`src/rtl/note_oscillator.sv`:
```
// Square-wave tone source: key/sequencer request decode, divider LUT with octave shift,
// and a divide-by-N period counter whose note changes land only on period boundaries.
module note_oscillator #(
    parameter int CNT_W = 16,
    parameter int OCT_W = 2
) (
    input  logic             clk,
    input  logic             nrst,
    input  logic             en,
    input  logic             is_FPGA,
    input  logic [3:0]       keycode,
    input  logic [3:0]       sound_series,
    input  logic [OCT_W-1:0] octave,
    output logic             wave,
    output logic [CNT_W-1:0] divider,
    output logic [3:0]       note_active,
    output logic             playing,
    output logic             period_tick
);

    typedef enum logic {
        S_IDLE = 1'b0,
        S_RUN  = 1'b1
    } state_t;

    localparam logic [CNT_W-1:0] ONE = CNT_W'(1);
    localparam logic [CNT_W-1:0] TWO = CNT_W'(2);

    state_t           state_q, state_d;
    logic [CNT_W-1:0] count_q, count_d;
    logic [CNT_W-1:0] divider_q, divider_d;
    logic [3:0]       note_q, note_d;
    logic             wave_q, wave_d;

    logic [3:0]       req_raw;
    logic [3:0]       req;
    logic [15:0]      lut_val;
    logic [CNT_W-1:0] tgt;
    logic             last;
    logic             tick;

    function automatic logic [15:0] lut_div(input logic [3:0] code, input logic fpga);
        logic [15:0] v;
        v = 16'd0;
        if (!fpga) begin
            case (code)
                4'd1:  v = 16'd38223;
                4'd2:  v = 16'd36077;
                4'd3:  v = 16'd34052;
                4'd4:  v = 16'd32141;
                4'd5:  v = 16'd30337;
                4'd6:  v = 16'd28635;
                4'd7:  v = 16'd27027;
                4'd8:  v = 16'd25511;
                4'd9:  v = 16'd24079;
                4'd10: v = 16'd22727;
                4'd11: v = 16'd21452;
                4'd12: v = 16'd20248;
                4'd13: v = 16'd19111;
                default: v = 16'd0;
            endcase
        end else begin
            case (code)
                4'd1:  v = 16'd45868;
                4'd2:  v = 16'd43292;
                4'd3:  v = 16'd40862;
                4'd4:  v = 16'd38569;
                4'd5:  v = 16'd36404;
                4'd6:  v = 16'd34362;
                4'd7:  v = 16'd32432;
                4'd8:  v = 16'd30613;
                4'd9:  v = 16'd28895;
                4'd10: v = 16'd27272;
                4'd11: v = 16'd25742;
                4'd12: v = 16'd24298;
                4'd13: v = 16'd22933;
                default: v = 16'd0;
            endcase
        end
        return v;
    endfunction

    // Both sources active at once is a conflict and decodes to silence.
    always_comb begin
        req_raw = 4'd0;
        if (en) begin
            if (keycode != 4'd0 && sound_series == 4'd0) begin
                req_raw = keycode;
            end else if (sound_series != 4'd0 && keycode == 4'd0) begin
                req_raw = sound_series;
            end
        end
        if (req_raw > 4'd13) begin
            req_raw = 4'd0;
        end
    end

    assign lut_val = lut_div(req_raw, is_FPGA);
    assign tgt     = CNT_W'(lut_val) >> octave;
    assign req     = (tgt < TWO) ? 4'd0 : req_raw;
    assign last    = (count_q == divider_q - ONE);

    always_ff @(posedge clk or negedge nrst) begin
        if (!nrst) begin
            state_q   <= S_IDLE;
            count_q   <= '0;
            divider_q <= '0;
            note_q    <= 4'd0;
            wave_q    <= 1'b0;
        end else begin
            state_q   <= state_d;
            count_q   <= count_d;
            divider_q <= divider_d;
            note_q    <= note_d;
            wave_q    <= wave_d;
        end
    end

    always_comb begin
        state_d = state_q;
        if (!en) begin
            state_d = S_IDLE;
        end else begin
            case (state_q)
                S_IDLE:  if (req != 4'd0) state_d = S_RUN;
                S_RUN:   if (last && req == 4'd0) state_d = S_IDLE;
                default: state_d = S_IDLE;
            endcase
        end
    end

    // Divider and note are only reloaded at IDLE->RUN or at the period wrap.
    always_comb begin
        count_d   = count_q;
        divider_d = divider_q;
        note_d    = note_q;
        tick      = 1'b0;
        if (!en) begin
            count_d   = '0;
            divider_d = '0;
            note_d    = 4'd0;
        end else begin
            case (state_q)
                S_IDLE: begin
                    count_d = '0;
                    if (req != 4'd0) begin
                        divider_d = tgt;
                        note_d    = req;
                    end else begin
                        divider_d = '0;
                        note_d    = 4'd0;
                    end
                end
                S_RUN: begin
                    if (last) begin
                        tick    = 1'b1;
                        count_d = '0;
                        if (req == 4'd0) begin
                            divider_d = '0;
                            note_d    = 4'd0;
                        end else begin
                            divider_d = tgt;
                            note_d    = req;
                        end
                    end else begin
                        count_d = count_q + ONE;
                    end
                end
                default: begin
                    count_d   = '0;
                    divider_d = '0;
                    note_d    = 4'd0;
                end
            endcase
        end
        wave_d = (state_d == S_RUN) && (count_d < (divider_d >> 1));
    end

    assign wave        = wave_q;
    assign divider     = divider_q;
    assign note_active = note_q;
    assign playing     = (state_q == S_RUN);
    assign period_tick = tick;

endmodule
```
`config.mk`:
```
export PLATFORM = sky130hd
export DESIGN_NAME = note_oscillator
export DESIGN_NICKNAME = d
export VERILOG_FILES = /design/src/rtl/note_oscillator.sv
export SDC_FILE = /design/constraint.sdc
export NUM_CORES = 1
export LEC_CHECK = 0
export BUFFER_PORTS_ARGS = -buffer_cell sky130_fd_sc_hd__buf_2
export CAP_MARGIN = 20
export CORE_UTILIZATION = 45
export CTS_CLUSTER_SIZE = 25
export DETAILED_ROUTE_END_ITERATION = 10
export PLACE_DENSITY = 0.77
export REMOVE_ABC_BUFFERS = 1
export SYNTH_ARGS = -nofsm -noshare
export SYNTH_HDL_FRONTEND = slang
export SYNTH_SLANG_ARGS = --single-unit
```
`constraint.sdc`:
```
create_clock -name clk -period 4 [get_ports clk]
set_input_delay 0.6 -clock clk [delete_from_list [all_inputs] [get_ports clk]]
set_output_delay 0.6 -clock clk [all_outputs]
set_load 0.005 [all_outputs]
```
# [Word level (Yosys, flattened, before mapping)]
# Memories as Yosys holds them, arrays and structs flattened.
# Cells that the tools add are included.
# Widths: inputs -> output; s select.
[totals] ff_bits=38 rom_bits=512 in_bits=14 output_inout_bits=23 elab_cells=53 mem_count=2
[classes] addsub=2 magnitude_cmp=3 eq_ne=2 shift=1 mux=26 bitwise_logic=1 reduce_logical=10
[memory_table] name="(name not given)" depth=16 word_bits=16 rd=1 rd_clocked_by_memory_dff=0 wr=0 line="46" source="case (code)"
[memory_table] name="(name not given)" depth=16 word_bits=16 rd=1 rd_clocked_by_memory_dff=0 wr=0 line="63" source="case (code)"
[ops] operator="$mux 16" n=7
[ops] operator="$pmux 16 s2" n=2
[ops] operator="$mux 4" n=9
[ops] operator="$add 16x1->16 const B" n=1
[ops] operator="$eq 16x16->1" n=1
[ops] operator="$lt 16x15->1" n=1
[ops] operator="$lt 16x2->1 const B" n=1
[ops] operator="$shr 16x2->16" n=1
[ops] operator="$sub 16x1->16 const B" n=1
[ops] operator="$logic_not 4->1" n=3
[ops] operator="$reduce_bool 4->1" n=3
[ops] operator="$pmux 4 s2" n=1
[ops] operator="$mux 1" n=6
[ops] operator="$gt 4x4->1 const B" n=1
[ops] operator="$logic_and 1x1->1" n=4
[ops] operator="$ne 3x2->1 const B" n=1
[ops] operator="$pmux 1 s2" n=1
[ops] operator="$not 1->1" n=1

# [Logic depth before layout (Yosys ltp)]
# An unclocked memory read counts as a cell.
[depth] depth_word=19 ltp_mapped=26 mapped_depth_nobuf=24

# [Least setup slack after synthesis]
# OpenSTA, ideal clock, no wires.
[synth_timing] kind="input to register" from="in sound_series[0]" to="reg wave_q, in the netlist wave" setup_ns=0.094 arrival_time_ns=4.793 slack_ns=-0.887 cell_stages=26 cell_sequence="buf_6 -> nor4_4 -> a22oi_2 -> buf_4 -> nor3_2 -> nor2_1 -> inv_1 -> ha_1 -> inv_1 -> a221oi_1 -> a41oi_1 -> o22ai_1 -> nor4_1 -> or4_1 -> o21ai_0 -> a22oi_1 -> ha_1 -> a21oi_1 -> nor2b_1 -> o21ai_0 -> nand2b_1 -> a21oi_1 -> nor2b_1 -> o21ai_0 -> nand2_1 -> nor4b_4"
[synth_between] elab_chain_cells=19
[synth_rtl] item="from (decl)" line="12" source="input logic [3:0] sound_series,"
[synth_rtl] item="$reduce_bool 4->1" line="89" source="end else if (sound_series != 4'd0 && keycode == 4'd0) begin"
[synth_rtl] item="$logic_and 1x1->1" line="89"
[synth_rtl] item="$mux 4" line="89"
[synth_rtl] item="$mux 4 (*)" line="87" source="if (keycode != 4'd0 && sound_series == 4'd0) begin"
[synth_rtl] item="$mux 4 (*)" line="86" source="if (en) begin"
[synth_rtl] item="$gt 4x4->1" line="93" source="if (req_raw > 4'd13) begin"
[synth_rtl] item="$mux 4 (*)" line="93"
[synth_rtl] item="$mem_v2 16x16 (on tied branches)"
[synth_rtl] item="[... 4 more ...]"
[synth_rtl] item="$logic_not 4->1" line="126, 158"
[synth_rtl] item="$mux 16" line="158" source="if (req == 4'd0) begin"
[synth_rtl] item="$mux 16" line="155" source="if (last) begin"
[synth_rtl] item="$pmux 16 s2" line="143" source="case (state_q)"
[synth_rtl] item="$mux 16" line="138" source="if (!en) begin"
[synth_rtl] item="$lt 16x15->1" line="176" source="wave_d = (state_d == S_RUN) && (count_d < (divider_d >> 1));"
[synth_rtl] item="$logic_and 1x1->1 (*)" line="176"
[synth_rtl] item="named net wave_d" line="33" source="logic wave_q, wave_d;"
[synth_rtl] item="to (signal assigned)" line="115" source="wave_q <= wave_d;"
[synth_rtl] item="to (decl)" line="33"
# Mark *: on every way through the listed nets, which the timed path passes. The rest lies on a longest branch. The select of a mux whose other input is x is not followed.
# A chain may end at the register's enable or synchronous reset.

# [Worst setup path in the final report]
[layout_timing] from="in keycode[0]" to="reg wave_q, in the netlist wave"
[layout_between] elab_chain_cells=19
[layout_rtl] item="from (decl)" line="11" source="input logic [3:0] keycode,"
[layout_rtl] item="$logic_not 4->1" line="89"
[layout_rtl] item="$logic_and 1x1->1" line="89"
[layout_rtl] item="$mux 4" line="89"
[layout_rtl] item="$mux 4 (*)" line="87"
[layout_rtl] item="$mux 4 (*)" line="86"
[layout_rtl] item="$gt 4x4->1" line="93"
[layout_rtl] item="$mux 4 (*)" line="93"
[layout_rtl] item="$mem_v2 16x16 (on tied branches)"
[layout_rtl] item="[... 4 more ...]"
[layout_rtl] item="$logic_not 4->1" line="126, 158"
[layout_rtl] item="$mux 16" line="158"
[layout_rtl] item="$mux 16" line="155"
[layout_rtl] item="$pmux 16 s2" line="143"
[layout_rtl] item="$mux 16" line="138"
[layout_rtl] item="$lt 16x15->1" line="176"
[layout_rtl] item="$logic_and 1x1->1 (*)" line="176"
[layout_rtl] item="named net wave_d" line="33"
# Marks and branches as above.

==> key figures <==
Logic synthesis
  – EDFF count, synth: 0
  – Main synth FF type: dfrtp_1
  – Synth warnings: 0
  – Syn Area/Cell: 7.93 um^2
  – Async S/R FF share, synth: 100%
  – Post-synthesis sequential area ratio: 21.3%
  – Seq cells post-synth: 38
  – Library cells used by synthesis: 85
  – Synth Cell Area: 4470 um^2
  – Post-Synthesis Cells: 563

Layout
  – Layout cells sized above 1: 44.2%
  – Most common cell after layout, fill and taps aside: buf_4
  – Final Core Density: 70.9%
  – Seq. cell area: 951 um^2
  – Commonest cells after routing, fill and taps aside: buf_4 (199), nand2_1 (45), dfrtp_1 (38), nor2_1 (34), buf_2 (34)
  – ANT cells: 0
  – Synth-to-Final Area Change: 49.4%
  – Area of the multi-input gates: 3570 um^2
  – Final nets: 815
  – # fillers: 731

Detailed routing
  – First-pass DRT Iterations: 5
  – Vias/cell: 6.20
  – Initial drt markers: 353
  – Total wire length: 18700 um
  – Post-route ant nets: 0
  – Via count: 5634
  – Remaining DRCs: 0
  – Post-DR wirelength/cell: 20.6 um

Floorplan
  – Starting Density: 47.4%
  – Rows: 35
  – Core Box Area: 9420 um^2
  – Die area: 10300 um^2
  – Ports: 37
  – Die Ht: 102 um
  – Die Width: 102 um

Worst setup path
  – Cell Chain, Critical Path: buf_8 > or4_4 > nor2_4 > a22o_1 > o21ai_2 > buf_4 > ha_4 > and3_1 > o32a_1 > buf_4 > a22oi_2 > nand3_1 > mux2_4 > a22oi_2 > ha_1 > a21o_1 > a21o_1 > a21oi_2 > o21ai_1 > a21oi_1 > nand2_1 > nor4b_4
  – CP Capture Type: flop
  – Peak per-stage delay on the critical path: 0.56 ns
  – Crit path kind: in2reg
  – Crit Path Max Fanout: 4
  – FF-to-FF path depth: 19
  – Critical path required time: 4.21 ns
  – Crit path max-delay cell type: or4_4
  – CP Launch Type: input port
  – WP data arrival: 4.73 ns

Global routing
  – Largest net degree at the start of global routing: 39
  – Met1 usage: 39.4%
  – First-pass GRT wire length: 28700 um
  – Met3 usage: 5.11%
  – Busiest grt layer: met2
  – Vias in the first global route: 5738
  – GR met2 Demand/Resource: 64.6%
  – Congestion Overflow GR: 0
  – Gr usage total: 36.4%
  – Initial antenna violation count: 1

STA
  – Worst Skew: 0.00323 ns
  – Final setup fails: 4
  – Final period utilization: 113%
  – Min Hold Slack: 0.396 ns
  – Final setup margin: -0.514 ns
  – Slew HR: 43.1%
  – F_max: 222 MHz
  – RSZ-0062 raised after global routing: yes
  – Fin. Hold Viols: 0
  – Final Slew Violations: 0
  – Min Tclk post-route: 4.51 ns
  – Slew @ Worst Pin: 0.854 ns

Clock network
  – Latest clock arrival within the worst-skew pair: 0.30 ns
  – Num CTS Buffers: 5
  – Hold_buf cts: 0
  – Clock transition at the registers of the reported paths: 0.08 ns
  – Clk sink count: 38
  – H-tree depth: 2
  – Clock tree buffer depth: 2
  – CTS tree: yes
  – Clk root buf: clkbuf_8

Placed design
  – Worst slack, placed: -1.09 ns
  – # port buffers: 36
  – DP Wirelength: 14000 um
  – GP Congestion: 1.08

Power
  – Total Power: 1.10 mW
  – Peak supply drop: 0.000111 V
  – PD cells: 165 nW/um^2
  – Pleak: 3.17 nW

Run
  – Maxcap violations: 0

Hold path
  – Min-delay worst type: in2async

Run status
  – Status: finished, violations left
  – Violated checks: setup timing
metal layers:
metal	vias to the layer above	routed length (um)
met5	-	0
met4	0	1540
met3	119	1160
met2	278	9100
met1	2686	6910
li1	2551	-
Yosys cell counts, types with 7 or more instances:
library cell	instances	share of area (%)
nand2_1	45	3.8
dfrtp_1	38	21
a21oi_1	37	4.1
nor2_1	37	3.1
o21ai_0	26	2.9
inv_1	25	2.1
ha_1	23	6.4
nand3_1	23	2.6
xnor2_1	22	4.3
and2_1	19	2.7
clkbuf_1	18	1.5
a22oi_1	15	2.5
nor3_1	14	1.6
and3_1	13	1.8
o211ai_1	12	2.0
xor2_1	11	2.2
buf_2	9	1.0
a21o_1	8	1.3
nand4_1	8	1.1
nor2b_1	8	1.1
nand2b_1	7	0.98
nor4_1	7	0.98
worst max-delay path, delay by kind of cell:
| kind | cells | cell delay (ns) |
|---|---|---|
| AOI/OAI and AO/OA | 10 | 1.61 |
| muxes | 1 | 0.30 |
| adders and majority gates | 2 | 0.47 |
| buffers and inverters | 3 | 0.43 |
| and+or+nand+nor | 6 | 1.32 |
power by group:
group | internal (mW) | total, mW | switching (mW)
Clock | 0.139 | 0.290 | 0.151
Combinational | 0.189 | 0.418 | 0.228
Sequential | 0.389 | 0.394 | 0.00406
Total | 0.717 | 1.10 | 0.383
cells by family (layout without fill, tap and decap cells):
| kind of cell | count (synthesis) | in the layout | share of synthesized area (%) |
|---|---|---|---|
| simple gates | 212 | 212 | 26.4 |
| compound gates | 188 | 188 | 31.1 |
| buf+inv | 62 | 278 | 6.64 |
| flops | 38 | 38 | 21.3 |
| xor+xnor | 33 | 33 | 6.47 |
| fa+ha+maj | 23 | 23 | 6.44 |
| mux | 7 | 7 | 1.62 |
metrics by stage:
step | cell area [um^2] | setup TNS (ns) | std cells
after CTS | 6450 | -0.702 | 903
final | 6670 | -0.684 | 908
after global routing | 6670 | -0.963 | 908
after global placement | 5990 | -2.56 | 874
after detailed placement | 5990 | -2.89 | 874
after floorplan | 4270 | -1.56 | 527
state kept, by name (all words and copies together), names as in the netlist:
| name | count |
|---|---|
| divider | 16 |
| playing | 1 |
| wave | 1 |
| count_q | 16 |
| note_active | 4 |
worst paths after layout:
check	startpoint	to	slack, ns
hold / removal	nrst	count_q[11]$_DFF_PN0_	0.40
min in group clk	note_active[0]$_DFFE_PN0P_	note_active[0]$_DFFE_PN0P_	0.50
setup reg to reg	divider[7]$_DFF_PN0_	wave$_DFF_PN0_	-0.45
setup / recovery	keycode[0]	wave$_DFF_PN0_	-0.51
hold reg to reg	note_active[0]$_DFFE_PN0P_	note_active[0]$_DFFE_PN0P_	0.50
max in group asynchronous	nrst	divider[0]$_DFFE_PN0P_	3.06
final cells by class:
cell class | count | share of cell area [%]
Clock buffer | 6 | 1.24
Clock inverter | 2 | 0.188
Inverter | 26 | 1.46
Multi-Input combinational cell | 463 | 53.5
Sequential cell | 38 | 14.3
Tap cell | 129 | 2.42
Timing Repair Buffer | 244 | 27.0
repair_timing:
| action | 4_1_cts | 5_1_grt |
|---|---|---|
| gates resized for setup | 51 | 42 |
| hold endpoints to repair | 0 | 0 |
| pin swaps | 28 | 38 |
| setup endpoints to repair | 4 | 5 |
| buffers inserted | 21 | 10 |
| cloned | 0 | 0 |
(Power assumes the default switching activity.)
